$ cat config.mk
export PLATFORM = sky130hd
export DESIGN_NAME = keccak_block_padder
export DESIGN_NICKNAME = d
export VERILOG_FILES = /design/src/rtl/sha3_pkg.sv /design/src/rtl/pad_word_gen.sv /design/src/rtl/keccak_block_padder.sv
export SDC_FILE = /design/constraint.sdc
export NUM_CORES = 1
export LEC_CHECK = 0
export ABC_AREA = 1
export BUFFER_PORTS_ARGS = -buffer_cell sky130_fd_sc_hd__buf_2
export CAP_MARGIN = 0
export CORE_ASPECT_RATIO = 0.6
export CORE_MARGIN = 2
export CORE_UTILIZATION = 40
export DETAILED_ROUTE_END_ITERATION = 7
export PLACE_DENSITY = 0.61
export SYNTH_ARGS = -nofsm -noshare
export SYNTH_HDL_FRONTEND = slang
export SYNTH_SLANG_ARGS = --single-unit
$ cat constraint.sdc
create_clock -name clk -period 1.6 [get_ports clk]
set_input_delay 0.24 -clock clk [delete_from_list [all_inputs] [get_ports clk]]
set_output_delay 0.24 -clock clk [all_outputs]
set_load 0.02 [all_outputs]
$ cat src/rtl/sha3_pkg.sv
// Shared definitions for the SHA3 block padder.
// Word and rate geometry, the pad10*1 marker bytes and the padder
// state encoding. Imported by pad_word_gen and keccak_block_padder.
package sha3_pkg;

  localparam int WORD_W     = 32;
  localparam int RATE_WORDS = 18;
  localparam int RATE_W     = WORD_W * RATE_WORDS;  // 576

  // pad10*1 markers: first pad byte follows the data, last pad byte ends the block
  localparam logic [7:0] PAD_FIRST = 8'h01;
  localparam logic [7:0] PAD_LAST  = 8'h80;

  typedef enum logic [1:0] {
    FILL = 2'd0,  // accepting message words
    PAD  = 2'd1,  // message ended, shifting in zero/terminal pad words
    FULL = 2'd2,  // block presented, waiting for f_ack
    DONE = 2'd3   // message fully handed over, parked until reset
  } padder_state_e;

endpackage

$ cat src/rtl/pad_word_gen.sv
// Combinational generator for one padded 32-bit word.
// Ports:
//   in            : raw message word, first byte in [31:24]
//   byte_num      : number of valid data bytes when is_last (0..3)
//   is_last       : word carries the message end; data bytes beyond
//                   byte_num are cleared and PAD_FIRST inserted at byte_num
//   is_final_slot : word lands in the last slot of the block; OR PAD_LAST
//                   into the lowest byte
//   word          : resulting word
// The PAD state reuses this block with in=0 and is_last=0, yielding either
// 0x00000000 or 0x00000080.
module pad_word_gen
  import sha3_pkg::*;
(
  input  logic [WORD_W-1:0] in,
  input  logic [1:0]        byte_num,
  input  logic              is_last,
  input  logic              is_final_slot,
  output logic [WORD_W-1:0] word
);

  logic [WORD_W-1:0] base;

  always_comb begin
    base = in;
    if (is_last) begin
      // byte i sits at bits [31-8i -: 8]; byte_num <= 3 so PAD_FIRST always fits
      for (int i = 0; i < 4; i++) begin
        if (i < int'(byte_num)) begin
          base[31-8*i -: 8] = in[31-8*i -: 8];
        end else if (i == int'(byte_num)) begin
          base[31-8*i -: 8] = PAD_FIRST;
        end else begin
          base[31-8*i -: 8] = 8'h00;
        end
      end
    end
    word = base;
    if (is_final_slot) begin
      word[7:0] = base[7:0] | PAD_LAST;
    end
  end

endmodule

$ cat src/rtl/keccak_block_padder.sv
// Collects 32-bit message words into 576-bit rate blocks, applies Keccak
// pad10*1 and hands each block to the permutation core.
// Ports:
//   clk, reset : clock, synchronous active-high reset
//   in         : message word (first byte in [31:24])
//   in_valid   : in carries a word this cycle
//   is_last    : current word ends the message (qualified by in_valid)
//   byte_num   : valid bytes in the last word, 0..3 (qualified by is_last)
//   in_busy    : high when a word would not be accepted this cycle
//   out        : rate block, word 0 at [575:544], word 17 at [31:0]
//   out_ready  : block valid, held until f_ack
//   f_ack      : core consumed the block (only honoured while out_ready)
//   dbg_state  : current FSM state, for observation only
// Handshake: a word transfers on any rising edge where in_valid=1 and
// in_busy=0; a block transfers on any rising edge where out_ready=1 and
// f_ack=1. Both in_busy and out_ready come straight from the state register.
module keccak_block_padder
  import sha3_pkg::*;
(
  input  logic              clk,
  input  logic              reset,
  input  logic [WORD_W-1:0] in,
  input  logic              in_valid,
  input  logic              is_last,
  input  logic [1:0]        byte_num,
  output logic              in_busy,
  output logic [RATE_W-1:0] out,
  output logic              out_ready,
  input  logic              f_ack,
  output padder_state_e     dbg_state
);

  localparam logic [4:0] LAST_SLOT = 5'(RATE_WORDS - 1);

  padder_state_e     state_q, state_d;
  logic [4:0]        count_q, count_d;
  logic [RATE_W-1:0] out_q, out_d;
  logic              has_end_q, has_end_d;  // current block contains the message end

  logic [WORD_W-1:0] gen_in;
  logic              gen_last;
  logic              gen_final;
  logic [WORD_W-1:0] pad_word;

  // In PAD the generator sees a zero word, so it produces 0 or PAD_LAST only.
  assign gen_in    = (state_q == PAD) ? '0 : in;
  assign gen_last  = (state_q == FILL) && is_last;
  assign gen_final = (count_q == LAST_SLOT) && ((state_q == PAD) || gen_last);

  pad_word_gen u_pad_word_gen (
    .in            (gen_in),
    .byte_num      (byte_num),
    .is_last       (gen_last),
    .is_final_slot (gen_final),
    .word          (pad_word)
  );

  always_comb begin
    state_d   = state_q;
    count_d   = count_q;
    out_d     = out_q;
    has_end_d = has_end_q;
    case (state_q)
      FILL: begin
        if (in_valid) begin
          out_d   = {out_q[RATE_W-WORD_W-1:0], pad_word};
          count_d = count_q + 5'd1;
          if (is_last) begin
            has_end_d = 1'b1;
            state_d   = (count_q == LAST_SLOT) ? FULL : PAD;
          end else if (count_q == LAST_SLOT) begin
            state_d = FULL;
          end
        end
      end
      PAD: begin
        out_d   = {out_q[RATE_W-WORD_W-1:0], pad_word};
        count_d = count_q + 5'd1;
        if (count_q == LAST_SLOT) begin
          state_d = FULL;
        end
      end
      FULL: begin
        // out is left intact; the next block overwrites it by shifting
        if (f_ack) begin
          count_d   = 5'd0;
          has_end_d = 1'b0;
          state_d   = has_end_q ? DONE : FILL;
        end
      end
      DONE: begin
        state_d = DONE;
      end
      default: begin
        state_d = FILL;
      end
    endcase
  end

  always_ff @(posedge clk) begin
    if (reset) begin
      state_q   <= FILL;
      count_q   <= 5'd0;
      out_q     <= '0;
      has_end_q <= 1'b0;
    end else begin
      state_q   <= state_d;
      count_q   <= count_d;
      out_q     <= out_d;
      has_end_q <= has_end_d;
    end
  end

  assign in_busy   = (state_q != FILL);
  assign out_ready = (state_q == FULL);
  assign out       = out_q;
  assign dbg_state = state_q;

endmodule

==> flow_metrics.env <==
export IMPL_clock_sinks=584
export IMPL_synthCells=3148
export IMPL_cts_made_buffers=56
export IMPL_dpl_cell_area_mm2=0.02476
export IMPL_rsz0062_at_grt="yes"
export IMPL_area_delta_synth_final_pct=11.37
export IMPL_gr_total_overflow=0
export IMPL_r2r_slack_ns=0.03
export IMPL_powerDensity_mw_per_mm2=1359
export IMPL_root_buffer="clkbuf_16"
export IMPL_slew_viol_final=0
export IMPL_worst_ep_required_time_ns=1.36
export IMPL_violations="setup timing"
export IMPL_ys_seq_area_share_pct=47.67
export IMPL_cp_end_kind="primary output"
export IMPL_fin_tns_setup_ns=-0.006665
export IMPL_clk_latency_ns=0.62
export IMPL_max_cap_violations=0
export IMPL_ant_nets=0
export IMPL_synth_top_cell_by_area="dfxtp_1"
export IMPL_cts_tree="built"
export IMPL_ys_ff_latch=584
export IMPL_synth_top_cells_by_area="dfxtp_1 (48%), buf_4 (18%), nor2_1 (17%), o21ai_0 (9.3%), o21ai_1 (2.1%)"
export IMPL_slew_headroom_pct=58.40
export IMPL_cellLeakagePower_nw=13.35
export IMPL_period_share_pct=100.4
export IMPL_ios=619
export IMPL_cts_max_level=2
export IMPL_drive_above_1_share_pct=25.82
export IMPL_die_area_mm2=0.06337
export IMPL_vdd_drop_max_v=0.0007885
export IMPL_initial_core_util_pct=40.35
export IMPL_critPathTopFamily="flip-flops"
export IMPL_num_rows=70
export IMPL_ys_types=25
export IMPL_nets=3276
export IMPL_gp_congestion=0.8920
export IMPL_critPathBufInv=3
export IMPL_dp_hpwl_um=51940
export IMPL_syn_area_mm2=0.02452
export IMPL_hold_viol=0
export IMPL_synth_commonest_cells="nor2_1 (1105), dfxtp_1 (584), buf_4 (582)"
export IMPL_crit_path_top_delay_cell="dfxtp_4"
export IMPL_worst_slack_ns=-0.006665
export IMPL_drc=0
export IMPL_die_w_um=323.7
export IMPL_synth_edf_count=0
export IMPL_grt_pass1_wl_um=105900
export IMPL_crit_type="flop to primary output"
export IMPL_yosysMostFrequentCell="nor2_1"
export IMPL_wl_per_cell_um=17.45
export IMPL_route_vias_total=19120
export IMPL_ys_async_sr_fraction_pct=0
export IMPL_via_per_inst=4.652
export IMPL_startpoint_type="flop"
export IMPL_synth_top_area_share_pct=47.67
export IMPL_die_h_um=195.8
export IMPL_outcome="complete, but fails checks"
export IMPL_arrival_ns=1.37
export IMPL_yosysWarnings=0
export IMPL_holdCritPathClass="primary input to flop"
export IMPL_finalInstanceArea_mm2=0.02731
export IMPL_port_buffers=618
export IMPL_grt_pass1_vias=17640
export IMPL_clk_path_buf_depth=3
export IMPL_multi_input_area_mm2=0.007631
export IMPL_crit_fanout=3
export IMPL_antenna_found_initial=0
export IMPL_slowest_delay_ns=0.36
export IMPL_finalSetupViolCount=1
export IMPL_tightest_slew_ns=0.6198
export IMPL_period_needed_ns=1.607
export IMPL_routed_wl_um=71720
export IMPL_fmax_mhz=622.4
export IMPL_grt_max_degree=79
export IMPL_dr_first_iter_drc_count=1414
export IMPL_path_clk_slew_ns=0.07
export IMPL_fin_skew_ns=0.02901
export IMPL_cpMostUsedCell="buf_6"
export IMPL_core_area_mm2=0.06078
export IMPL_pre_cts_ws_ns=-0.02292
export IMPL_syn_avg_cell_area_um2=7.790
export IMPL_firstDrtPassIters=5
export IMPL_n_fill_cell=6191
export IMPL_grt_usage_pct=21.45
export IMPL_synth_main_ff_cell="dfxtp_1"
export IMPL_path_cells="inv_4 > buf_6 > nor2_4 > buf_6"
export IMPL_ff_latch_area_mm2=0.01171
export IMPL_synth_nets=3189
-- metrics by stage --
| stage | instances | power [mW] | hold WS (ns) | util [%] |
|---|---|---|---|---|
| after global placement | 3958 | 23.52 | 0.4595 | 40.74 |
| after CTS | 4103 | 37.43 | 0.003294 | 44.68 |
| after detailed placement | 3958 | 23.57 | 0.4699 | 40.74 |
| final | 4109 | 37.13 | 0.04843 | 44.93 |
| after floorplan | 3148 | 22.39 | 0.3828 | - |
| after global routing | 4108 | 38.83 | 0.07224 | 44.93 |
-- timing repair --
item	in CTS	in global routing
cloned	1	3
hold buffers	34	0
pin swaps	2	1
setup buffers	7	2
setup endpoints to repair	10	102
hold endpoints to repair	34	0
gates resized for setup	18	19
-- power breakdown --
group / internal (mW) / switching, mW / total, mW
Sequential: 15.8 / 1.16 / 17.0
Combinational: 2.21 / 4.24 / 6.45
Clock: 7.77 / 5.94 / 13.7
-- state kept, by name (all words and copies together), names as in the netlist --
| name | count |
|---|---|
| out | 576 |
| count_q | 5 |
| has_end_q | 1 |
| dbg_state | 2 |
-- area by class of cell --
cell class | instances | area share (%)
antenna | 1 | 0.009163
clock buffer | 76 | 5.924
clock inverter | 27 | 1.003
inverter | 27 | 0.4077
multi-input combinational | 1803 | 27.94
sequential | 584 | 42.86
tap | 828 | 3.793
timing repair buffer | 763 | 18.06
-- tightest hold or removal path, delay by kind of cell --
kind | cells | cell delay (ns)
AND/OR/NAND/NOR | 3 | 0.20
buffers and inverters | 1 | 0.13
AO/OA/AOI/OAI | 1 | 0.06
-- routing by layer --
metal	vias to the layer above	GRT usage (%)	share of wire, %
met5	-	0	0
met4	0	5.641	2.1
met3	101	6.865	8.2
met2	521	34.48	46
met1	8852	27.72	44
li1	9641	-	-
-- layout by cell type (no fill, tap or decap), types with 2 or more instances in the layout --
master	n
a21oi_1	40
inv_2	4
nand3_1	21
o21ai_0	445
buf_4	62
clkbuf_16	60
clkbuf_8	12
buf_12	37
dlygate4sd3_1	34
clkbuf_1	7
dfxtp_1	577
o21ai_1	113
clkinvlp_4	4
nor2_1	1104
nor2_4	2
bufinv_16	4
buf_6	5
inv_8	2
ha_1	2
clkinv_2	12
dfxtp_4	2
inv_6	6
buf_2	615
inv_1	21
nand2_1	64
nand2_2	4
dfxtp_2	5
buf_16	5
-- worst paths after layout --
check                                  start   endpoint  cells past startpoint
worst max register to register  dbg_state[1]   out[287]                      8
worst min-delay path                 is_last     out[8]                      5
worst max-delay path            dbg_state[1]  out_ready                      4
worst min register to register      out[555]   out[555]                      2
-- cell families after synthesis --
family | synth area share (%)
AND/OR/NAND/NOR | 18.59
buffers and inverters | 21.30
AO/OA/AOI/OAI | 12.30
flip-flops | 47.67
adder cells (fa/ha/maj) | 0.1020
XOR/XNOR | 0.03572
Note: power is estimated with default switching activity, not from simulation.
